--- src/rtl/branch_flow_pkg.sv ---
// Shared types and constants for the branch flow controller.
// State encoding and control-transfer opcode field values (inst[6:2]).
package branch_flow_pkg;

    typedef enum logic [1:0] {
        StIdle     = 2'd0,
        StWaitEx   = 2'd1,
        StRedirect = 2'd2
    } br_state_t;

    localparam logic [4:0] OPC_BRANCH = 5'b11000;
    localparam logic [4:0] OPC_JAL    = 5'b11011;
    localparam logic [4:0] OPC_JALR   = 5'b11001;

endpackage

--- src/rtl/br_opcode_decode.sv ---
// Combinational detector for control-transfer instructions sitting in IF.
module br_opcode_decode
    import branch_flow_pkg::*;
#(
    parameter int unsigned WIDTH_DATA_LENGTH    = 32,
    parameter int unsigned WIDTH_CONTROL_LENGTH = 5
) (
    input  logic [WIDTH_DATA_LENGTH-1:0] if_inst,
    input  logic                         if_valid,
    output logic                         br_det
);

    logic [WIDTH_CONTROL_LENGTH-1:0] opcode;
    logic                            unused_inst_bits;

    assign opcode = if_inst[2 +: WIDTH_CONTROL_LENGTH];
    // Only the opcode field matters; the rest of the word is deliberately ignored.
    assign unused_inst_bits = ^{if_inst[WIDTH_DATA_LENGTH-1:2+WIDTH_CONTROL_LENGTH],
                                if_inst[1:0]};

    always_comb begin
        br_det = 1'b0;
        if (if_valid) begin
            br_det = (opcode == OPC_BRANCH) || (opcode == OPC_JAL) || (opcode == OPC_JALR);
        end
    end

endmodule

--- src/rtl/branch_flow_ctrl.sv ---
// Fetch stall / redirect sequencer for branches travelling IF -> EX, with watchdog.
// Optional per-branch statistics counters enabled by BRANCH_FLOW_STATS_EN.
module branch_flow_ctrl
    import branch_flow_pkg::*;
#(
    parameter int unsigned WIDTH_DATA_LENGTH    = 32,
    parameter int unsigned WIDTH_CONTROL_LENGTH = 5,
    parameter int unsigned TIMEOUT_CYCLES       = 8
) (
    input  logic                         clk,
    input  logic                         rst,
    input  logic [WIDTH_DATA_LENGTH-1:0] if_inst,
    input  logic                         if_valid,
    input  logic                         ex_br_resolved,
    input  logic                         ex_br_taken,
    input  logic [WIDTH_DATA_LENGTH-1:0] ex_br_target,
    output logic                         pc_stall,
    output logic                         id_bubble,
    output logic                         if_id_flush,
    output logic                         pc_sel,
    output logic [WIDTH_DATA_LENGTH-1:0] pc_target,
    output logic                         br_busy,
    output logic                         br_timeout,
    output logic [31:0]                  br_count,
    output logic [31:0]                  br_taken_count
);

    localparam logic [7:0] WaitLast = 8'(TIMEOUT_CYCLES - 1);

    br_state_t                    state_q;
    logic [7:0]                   wait_cnt_q;
    logic [WIDTH_DATA_LENGTH-1:0] pc_target_q;
    logic                         br_timeout_q;
    logic                         br_det;
    logic                         taken_res;

    br_opcode_decode #(
        .WIDTH_DATA_LENGTH   (WIDTH_DATA_LENGTH),
        .WIDTH_CONTROL_LENGTH(WIDTH_CONTROL_LENGTH)
    ) u_decode (
        .if_inst (if_inst),
        .if_valid(if_valid),
        .br_det  (br_det)
    );

    assign taken_res = (state_q == StWaitEx) && ex_br_resolved && ex_br_taken;

    always_ff @(posedge clk or posedge rst) begin
        if (rst) begin
            state_q      <= StIdle;
            wait_cnt_q   <= 8'd0;
            pc_target_q  <= '0;
            br_timeout_q <= 1'b0;
        end else begin
            unique case (state_q)
                StIdle: begin
                    if (br_det) begin
                        state_q    <= StWaitEx;
                        wait_cnt_q <= 8'd0;
                    end
                end
                StWaitEx: begin
                    wait_cnt_q <= wait_cnt_q + 8'd1;
                    // A resolution in the final watchdog cycle still wins.
                    if (ex_br_resolved) begin
                        if (ex_br_taken) begin
                            pc_target_q <= ex_br_target;
                            state_q     <= StRedirect;
                        end else begin
                            state_q <= StIdle;
                        end
                    end else if (wait_cnt_q == WaitLast) begin
                        br_timeout_q <= 1'b1;
                        state_q      <= StIdle;
                    end
                end
                StRedirect: state_q <= StIdle;
                default:    state_q <= StIdle;
            endcase
        end
    end

    always_comb begin
        pc_stall    = 1'b0;
        id_bubble   = 1'b0;
        if_id_flush = 1'b0;
        pc_sel      = 1'b0;
        br_busy     = 1'b0;
        unique case (state_q)
            StIdle:   pc_stall = br_det;
            StWaitEx: begin
                pc_stall  = 1'b1;
                id_bubble = 1'b1;
                br_busy   = 1'b1;
            end
            StRedirect: begin
                pc_sel      = 1'b1;
                if_id_flush = 1'b1;
                br_busy     = 1'b1;
            end
            default: ;
        endcase
    end

    assign pc_target  = pc_target_q;
    assign br_timeout = br_timeout_q;

`ifdef BRANCH_FLOW_STATS_EN
    logic [31:0] br_count_q;
    logic [31:0] br_taken_count_q;

    always_ff @(posedge clk or posedge rst) begin
        if (rst) begin
            br_count_q       <= 32'd0;
            br_taken_count_q <= 32'd0;
        end else begin
            if ((state_q == StIdle) && br_det) begin
                br_count_q <= br_count_q + 32'd1;
            end
            if (taken_res) begin
                br_taken_count_q <= br_taken_count_q + 32'd1;
            end
        end
    end

    assign br_count       = br_count_q;
    assign br_taken_count = br_taken_count_q;
`else
    logic unused_taken_res;

    assign unused_taken_res = taken_res;
    assign br_count         = 32'd0;
    assign br_taken_count   = 32'd0;
`endif

endmodule

--- config.mk ---
export PLATFORM = sky130hd
export DESIGN_NAME = branch_flow_ctrl
export DESIGN_NICKNAME = d
export VERILOG_FILES = /design/src/rtl/branch_flow_pkg.sv /design/src/rtl/br_opcode_decode.sv /design/src/rtl/branch_flow_ctrl.sv
export SDC_FILE = /design/constraint.sdc
export NUM_CORES = 1
export LEC_CHECK = 0
export CAP_MARGIN = 20
export CORE_UTILIZATION = 37
export DETAILED_ROUTE_END_ITERATION = 10
export MAX_ROUTING_LAYER = met4
export PLACE_DENSITY = 0.91
export SLEW_MARGIN = 15
export SYNTH_ARGS = -nofsm -noshare
export SYNTH_HDL_FRONTEND = slang
export SYNTH_SLANG_ARGS = --single-unit
export TNS_END_PERCENT = 1
--- constraint.sdc ---
create_clock -name clk -period 5.3 [get_ports clk]
set_clock_uncertainty 0.05 [all_clocks]
set_input_delay 1.06 -clock clk [delete_from_list [all_inputs] [get_ports clk]]
set_output_delay 1.06 -clock clk [all_outputs]
set_load 0.03 [all_outputs]
==> results.py, run 1 <==
metrics = {
    "setup_path": {
        "cp_common_cell": "clkdlybuf4s50_1",
        "critPathKind": "in -> out",
        "critPathRequiredTime_ps": 4190,
        "end_kind": "output port",
        "crit_family": "buffers and inverters",
        "crit_slowest_cell": "clkdlybuf4s50_1",
        "arrival_ps": 2710,
        "critPathBufInv": 2,
        "setup.worst_path.start_class": "input port",
        "slowest_delay_ps": 690,
        "crit_chain": "clkdlybuf4s50_1 > and4b_1 > nand2_1 > o21bai_1 > clkdlybuf4s50_1",
        "crit_fanout": 4,
    },
    "finish": {
        "area_growth_pct": 30.3,
        "regArea_mm2": 0.00108,
        "drive_above_1_share_pct": 8.45,
        "nets": 356,
        "multi_input_area_um2": 958,
        "fillers": 540,
        "diodes": 0,
        "utilization_pct": 50.5,
    },
    "synth": {
        "synthDistinctLibCells": 34,
        "synthCells": 203,
        "synth_top_cell_by_area": "dfrtp_1",
        "ys.flop_type": "dfrtp_1",
        "ys_warn_count": 0,
        "ys_top_cells_by_count": "65 x buf_4, 43 x dfrtp_1, 18 x mux2_1",
        "synthArstFlopShare_pct": 100,
        "ys_seq_area_share_pct": 46.3,
        "post_synth.cell_area_avg_um2": 11.4,
        "synth_top_area_share_pct": 46.3,
        "synth_seq_cells": 43,
        "synth_edf_count": 0,
        "yosysMostFrequentCell": "buf_4",
        "ys_top_cells_by_area": "dfrtp_1 46%, buf_4 21%, mux2_1 8.7%",
        "syn_area_mm2": 0.00232,
    },
    "timing": {
        "fin_tns_setup_ps": 0,
        "drv_slew": 0,
        "worst_pin_slew_ps": 880,
        "post-route-period-util_pct": 72.1,
        "clock.fmax_mhz": 262,
        "holdWs_ps": 439,
        "slew_headroom_pct": 41.1,
        "finalHoldViolCount": 0,
        "rsz0062_at_grt": "no",
        "setup_viol": 0,
        "finalCriticalPeriod_ps": 3820,
    },
    "routing": {
        "avgRoutedWirePerCell_um": 11.9,
        "dr.pass1.iters": 4,
        "via_per_inst": 4.40,
        "drc_errors": 0,
        "dr.first_iter.drc_count": 52,
        "ant_nets": 0,
        "routed_wl_um": 4260,
        "vias": 1579,
    },
    "clock_network": {
        "cts_root_buffer": "clkbuf_8",
        "cts_tree": "done",
        "cts-buffers-inserted": 5,
        "htreeDepth": 2,
        "clk_pin_slew_worst_paths_ps": 80,
        "ctsResizeCount": 0,
        "clkLatencyLatePin_ps": 290,
        "cts_buffer_depth": 2,
        "hold_buffers": 0,
        "clock-sinks": 43,
        "postCtsSetupRepairBufs": 0,
    },
    "grt": {
        "grt.overflow.total": 0,
        "first_global_vias": 1516,
        "grt_max_degree": 44,
        "grt_pass1_wl_um": 6670,
        "antenna_found_initial": 0,
        "grt_usage_pct": 13.6,
    },
    "floorplanning": {
        "die_w_um": 81.2,
        "die_height_um": 81.2,
        "initial_core_util_pct": 38.8,
        "core_mm2": 0.00599,
        "fp-row-count": 28,
        "dieArea_mm2": 0.00660,
        "ios": 171,
    },
    "place": {
        "buffer_ports.inserted": 79,
        "dp_hpwl_um": 3160,
        "gp_congestion": 0.741,
    },
    "job": {
        "drv_cap": 0,
    },
    "power_and_ir_drop": {
        "leakage_nw": 1.37,
        "powerDensity_mw_per_mm2": 556,
        "vdd_drop_max_v": 0.000308,
    },
    "min_path": {
        "min_path_type": "reg -> reg",
    },
    "run_status": {
        "status": "finished, final reports clean",
    },
}
metrics by stage:
step	cells	instance area [um^2]	power (W)	setup WS, ps
after detailed placement	351	2940	0.00149	1480
after global routing	359	3030	0.00178	1430
final	359	3030	0.00168	1480
after floorplan	266	2560	0.00116	2290
after CTS	359	3030	0.00170	1470
after global placement	351	2940	0.00145	1510
final cells by class:
type                            instances  area share [%]
Sequential cell                        43            35.6
Multi-Input combinational cell        149            31.7
Timing Repair Buffer                   80            26.4
Tap cell                               75            3.10
Clock buffer                            6            2.40
Inverter                                4           0.496
Clock inverter                          2           0.413
flip-flops by register name, summed over array words and instances (netlist names):
name	count
pc_target	32
wait_cnt_q	8
br_timeout	1
state_q	2
power by group:
group          internal (W)  total [W]  switching [W]
Combinational      0.000391   0.000923       0.000532
Sequential         0.000472   0.000554      0.0000817
Clock             0.0000923   0.000206       0.000114
Total              0.000956    0.00168       0.000728
cell usage in the layout, fill, tap and decap left out, types with 3 or more instances in the layout:
cell | netlist | layout
a21oi_1 | 4 | 4
clkbuf_8 | 0 | 5
clkdlybuf4s50_1 | 0 | 79
conb_1 | 1 | 64
dfrtp_1 | 43 | 43
ha_1 | 4 | 4
inv_1 | 4 | 3
mux2_1 | 18 | 18
mux2_2 | 14 | 14
nand2_1 | 9 | 9
kinds of logic (layout without fill, tap and decap cells):
family,after synthesis,count (layout),share of synthesized area [%]
AOI/OAI and AO/OA,19,19,5.66
buffers and inverters,74,92,22.8
and+or+nand+nor,29,29,6.95
adders and majority gates,4,4,2.16
muxes,33,33,15.9
DFF,43,43,46.3
other,1,64,0.161
final timing paths:
kind / startpoint / to / slack [ps] / depth (start not counted)
setup / recovery: if_valid / pc_stall / 1480 / 5
hold / removal: br_timeout / br_timeout / 440 / 1
setup reg to reg: state_q[1] / pc_target[17] / 2820 / 4
hold reg to reg: br_timeout / br_timeout / 440 / 1
max in group asynchronous: rst / wait_cnt_q[4] / 3670 / 3
min in group asynchronous: rst / wait_cnt_q[1] / 1160 / 3
per-layer routing:
metal / track usage (%) / wire length (um) / vias to the layer above
met5: - / 0 / -
met4: 4.29 / 27 / 0
met3: 4.49 / 368 / 4
met2: 22.6 / 2110 / 98
met1: 15.4 / 1760 / 758
li1: - / - / 719
Note: power is estimated with default switching activity, not from simulation.
==> inputs of run 2 (changes only) <==
--- a/config.mk
+++ b/config.mk
@@ -6,10 +6,10 @@
 export NUM_CORES = 1
 export LEC_CHECK = 0
 export CAP_MARGIN = 20
-export CORE_UTILIZATION = 37
+export CORE_UTILIZATION = 35
 export DETAILED_ROUTE_END_ITERATION = 10
 export MAX_ROUTING_LAYER = met4
-export PLACE_DENSITY = 0.91
+export PLACE_DENSITY = 0.87
 export SLEW_MARGIN = 15
 export SYNTH_ARGS = -nofsm -noshare
 export SYNTH_HDL_FRONTEND = slang
==> constraint.sdc (replaced) <==
create_clock -name clk -period 3.7 [get_ports clk]
set_clock_uncertainty 0.05 [all_clocks]
set_input_delay 0.74 -clock clk [delete_from_list [all_inputs] [get_ports clk]]
set_output_delay 0.74 -clock clk [all_outputs]
set_load 0.03 [all_outputs]
==> run 2 against run 1 <==
  * Final cell count up 1.1%
  * Setup slack worse by 930 ps
  * Die area up 5.6%
  * Critical path type unchanged
  * Highest routed layer unchanged
  * Core utilization down 3.0 points
==> results.py, run 2 (synthesis gave the netlist of run 1 again) <==
metrics = {
    "run_status": {
        "status": "finished, final reports clean",
    },
    "timing": {
        "slew_headroom_pct": 43.5,
        "finalCriticalPeriod_ps": 3160,
        "finalHoldViolCount": 0,
        "clock.fmax_mhz": 317,
        "rsz0062_at_grt": "no",
        "worst_pin_slew_ps": 844,
        "setup_viol": 0,
        "fin_tns_setup_ps": 0,
        "post-route-period-util_pct": 85.3,
        "layout_setup_ws_ps": 544,
        "drv_slew": 0,
    },
    "setup_path": {
        "r2r-end": "pc_target[27]",
        "critPathRequiredTime_ps": 2910,
        "arrival_ps": 2370,
        "critPathKind": "in -> out",
        "r2r_slack_ps": 1200,
        "crit_chain": "clkdlybuf4s50_1 > and4b_1 > nand2_1 > o21bai_1 > clkdlybuf4s50_1",
        "crit_family": "buffers and inverters",
        "crit_path_end": "pc_stall",
        "slowest_delay_ps": 690,
        "rr_worst_depth": 5,
        "setup.worst_path.start_class": "input port",
        "worstSetupStartpoint": "if_valid",
        "cp_common_cell": "clkdlybuf4s50_1",
        "critPathBufInv": 2,
        "crit_slowest_cell": "clkdlybuf4s50_1",
        "r2r-start": "state_q[1]",
        "crit_cells": 5,
        "end_kind": "output port",
        "crit_fanout": 4,
    },
    "finish": {
        "mostFrequentLayoutCell": "clkdlybuf4s50_1",
        "nets": 358,
        "area_growth_pct": 30.7,
        "final_cell_count_no_fill": 363,
        "final_area_mm2": 0.00304,
        "utilization_pct": 47.5,
        "diodes": 0,
        "drive_above_1_share_pct": 8.74,
        "largest_reg_flops": 32,
        "final_cell_mix": "79 x clkdlybuf4s50_1, 64 x conb_1, 43 x dfrtp_1",
    },
    "clock_network": {
        "ctsResizeCount": 0,
        "clk_pin_slew_worst_paths_ps": 80,
        "htreeDepth": 2,
        "clkLatencyLatePin_ps": 290,
        "cts_buffer_depth": 2,
        "cts-buffers-inserted": 5,
        "clock-sinks": 43,
        "hold_buffers": 0,
        "cts_root_buffer": "clkbuf_8",
        "cts_tree": "done",
        "postCtsSetupRepairBufs": 0,
    },
    "routing": {
        "dr.first_iter.drc_count": 84,
        "via_per_inst": 4.33,
        "routed_wl_um": 4420,
        "dr.pass1.iters": 4,
        "drc_errors": 0,
        "vias": 1573,
        "avgRoutedWirePerCell_um": 12.2,
        "ant_nets": 0,
    },
    "grt": {
        "grt_usage_pct": 13.3,
        "grt_pass1_wl_um": 7270,
        "first_global_vias": 1588,
        "grt_max_degree": 30,
        "antenna_found_initial": 0,
        "grt.overflow.total": 0,
    },
    "power_and_ir_drop": {
        "p_seq_share_pct": 33.0,
        "powerDensity_mw_per_mm2": 792,
        "pwr-share-clk_pct": 11.9,
        "switching_power_w": 0.00103,
        "p_int_w": 0.00137,
        "leakage_nw": 1.39,
        "vdd_drop_max_v": 0.000460,
        "power_frac_comb_pct": 55.2,
        "sw_frac_of_total_pct": 42.9,
    },
    "place": {
        "gp_congestion": 0.713,
        "dpl-instance-area_mm2": 0.00295,
        "post-place-ws_ps": 530,
        "buffer_ports.inserted": 79,
        "dp.cells": 355,
        "dp_hpwl_um": 3410,
    },
    "floorplanning": {
        "die_height_um": 83.5,
        "core_mm2": 0.00639,
        "die_w_um": 83.5,
        "ios": 171,
        "fp-row-count": 29,
        "dieArea_mm2": 0.00696,
        "initial_core_util_pct": 36.4,
    },
    "min_path": {
        "min_path_type": "reg -> reg",
    },
    "job": {
        "drv_cap": 0,
    },
}
-- run 2: area by class of cell --
cell class | instances | area (um^2)
inverter | 4 | 15.0
timing repair buffer | 82 | 813
clock buffer | 7 | 76.3
multi-input combinational | 149 | 953
tap | 77 | 96.3
sequential | 43 | 1080
fill | 583 | 3350
clock inverter | 1 | 5.00
-- run 2: worst min path at each step --
stage,start,end,slack [ps],cells after the start
floorplan,wait_cnt_q[0],wait_cnt_q[0],420,1
global placement,pc_target[30],pc_target[30],420,1
detailed placement,br_timeout,br_timeout,430,1
CTS,br_timeout,br_timeout,450,1
global route,pc_target[26],pc_target[26],470,1
finish,br_timeout,br_timeout,440,1
-- run 2: power by group through the flow --
| stage | sequential (W) | clock [W] | combinational (W) |
|---|---|---|---|
| floorplan | 0.00115 | 0 | 0.000512 |
| global placement | 0.000785 | 0 | 0.00131 |
| finish | 0.000792 | 0.000286 | 0.00133 |
| detailed placement | 0.000801 | 0 | 0.00133 |
| CTS | 0.000795 | 0.000301 | 0.00134 |
| global route | 0.000822 | 0.000320 | 0.00140 |
-- run 2: layer usage --
layer  part of all wire (%)  wire length, um  global-route usage (%)  up-vias
met1                     41             1800                    15.1      769
li1                       -                -                       -      723
met3                    5.9              261                    3.76        4
met4                   0.79               35                    3.85        0
met5                      0                0                       -        -
met2                     53             2320                    22.9       77
-- run 2: per-stage QoR --
stage | power (W) | hold slack [ps]
after floorplan | 0.00166 | 420
after global placement | 0.00209 | 422
after detailed placement | 0.00214 | 426
after CTS | 0.00244 | 449
after global routing | 0.00254 | 468
final | 0.00240 | 437
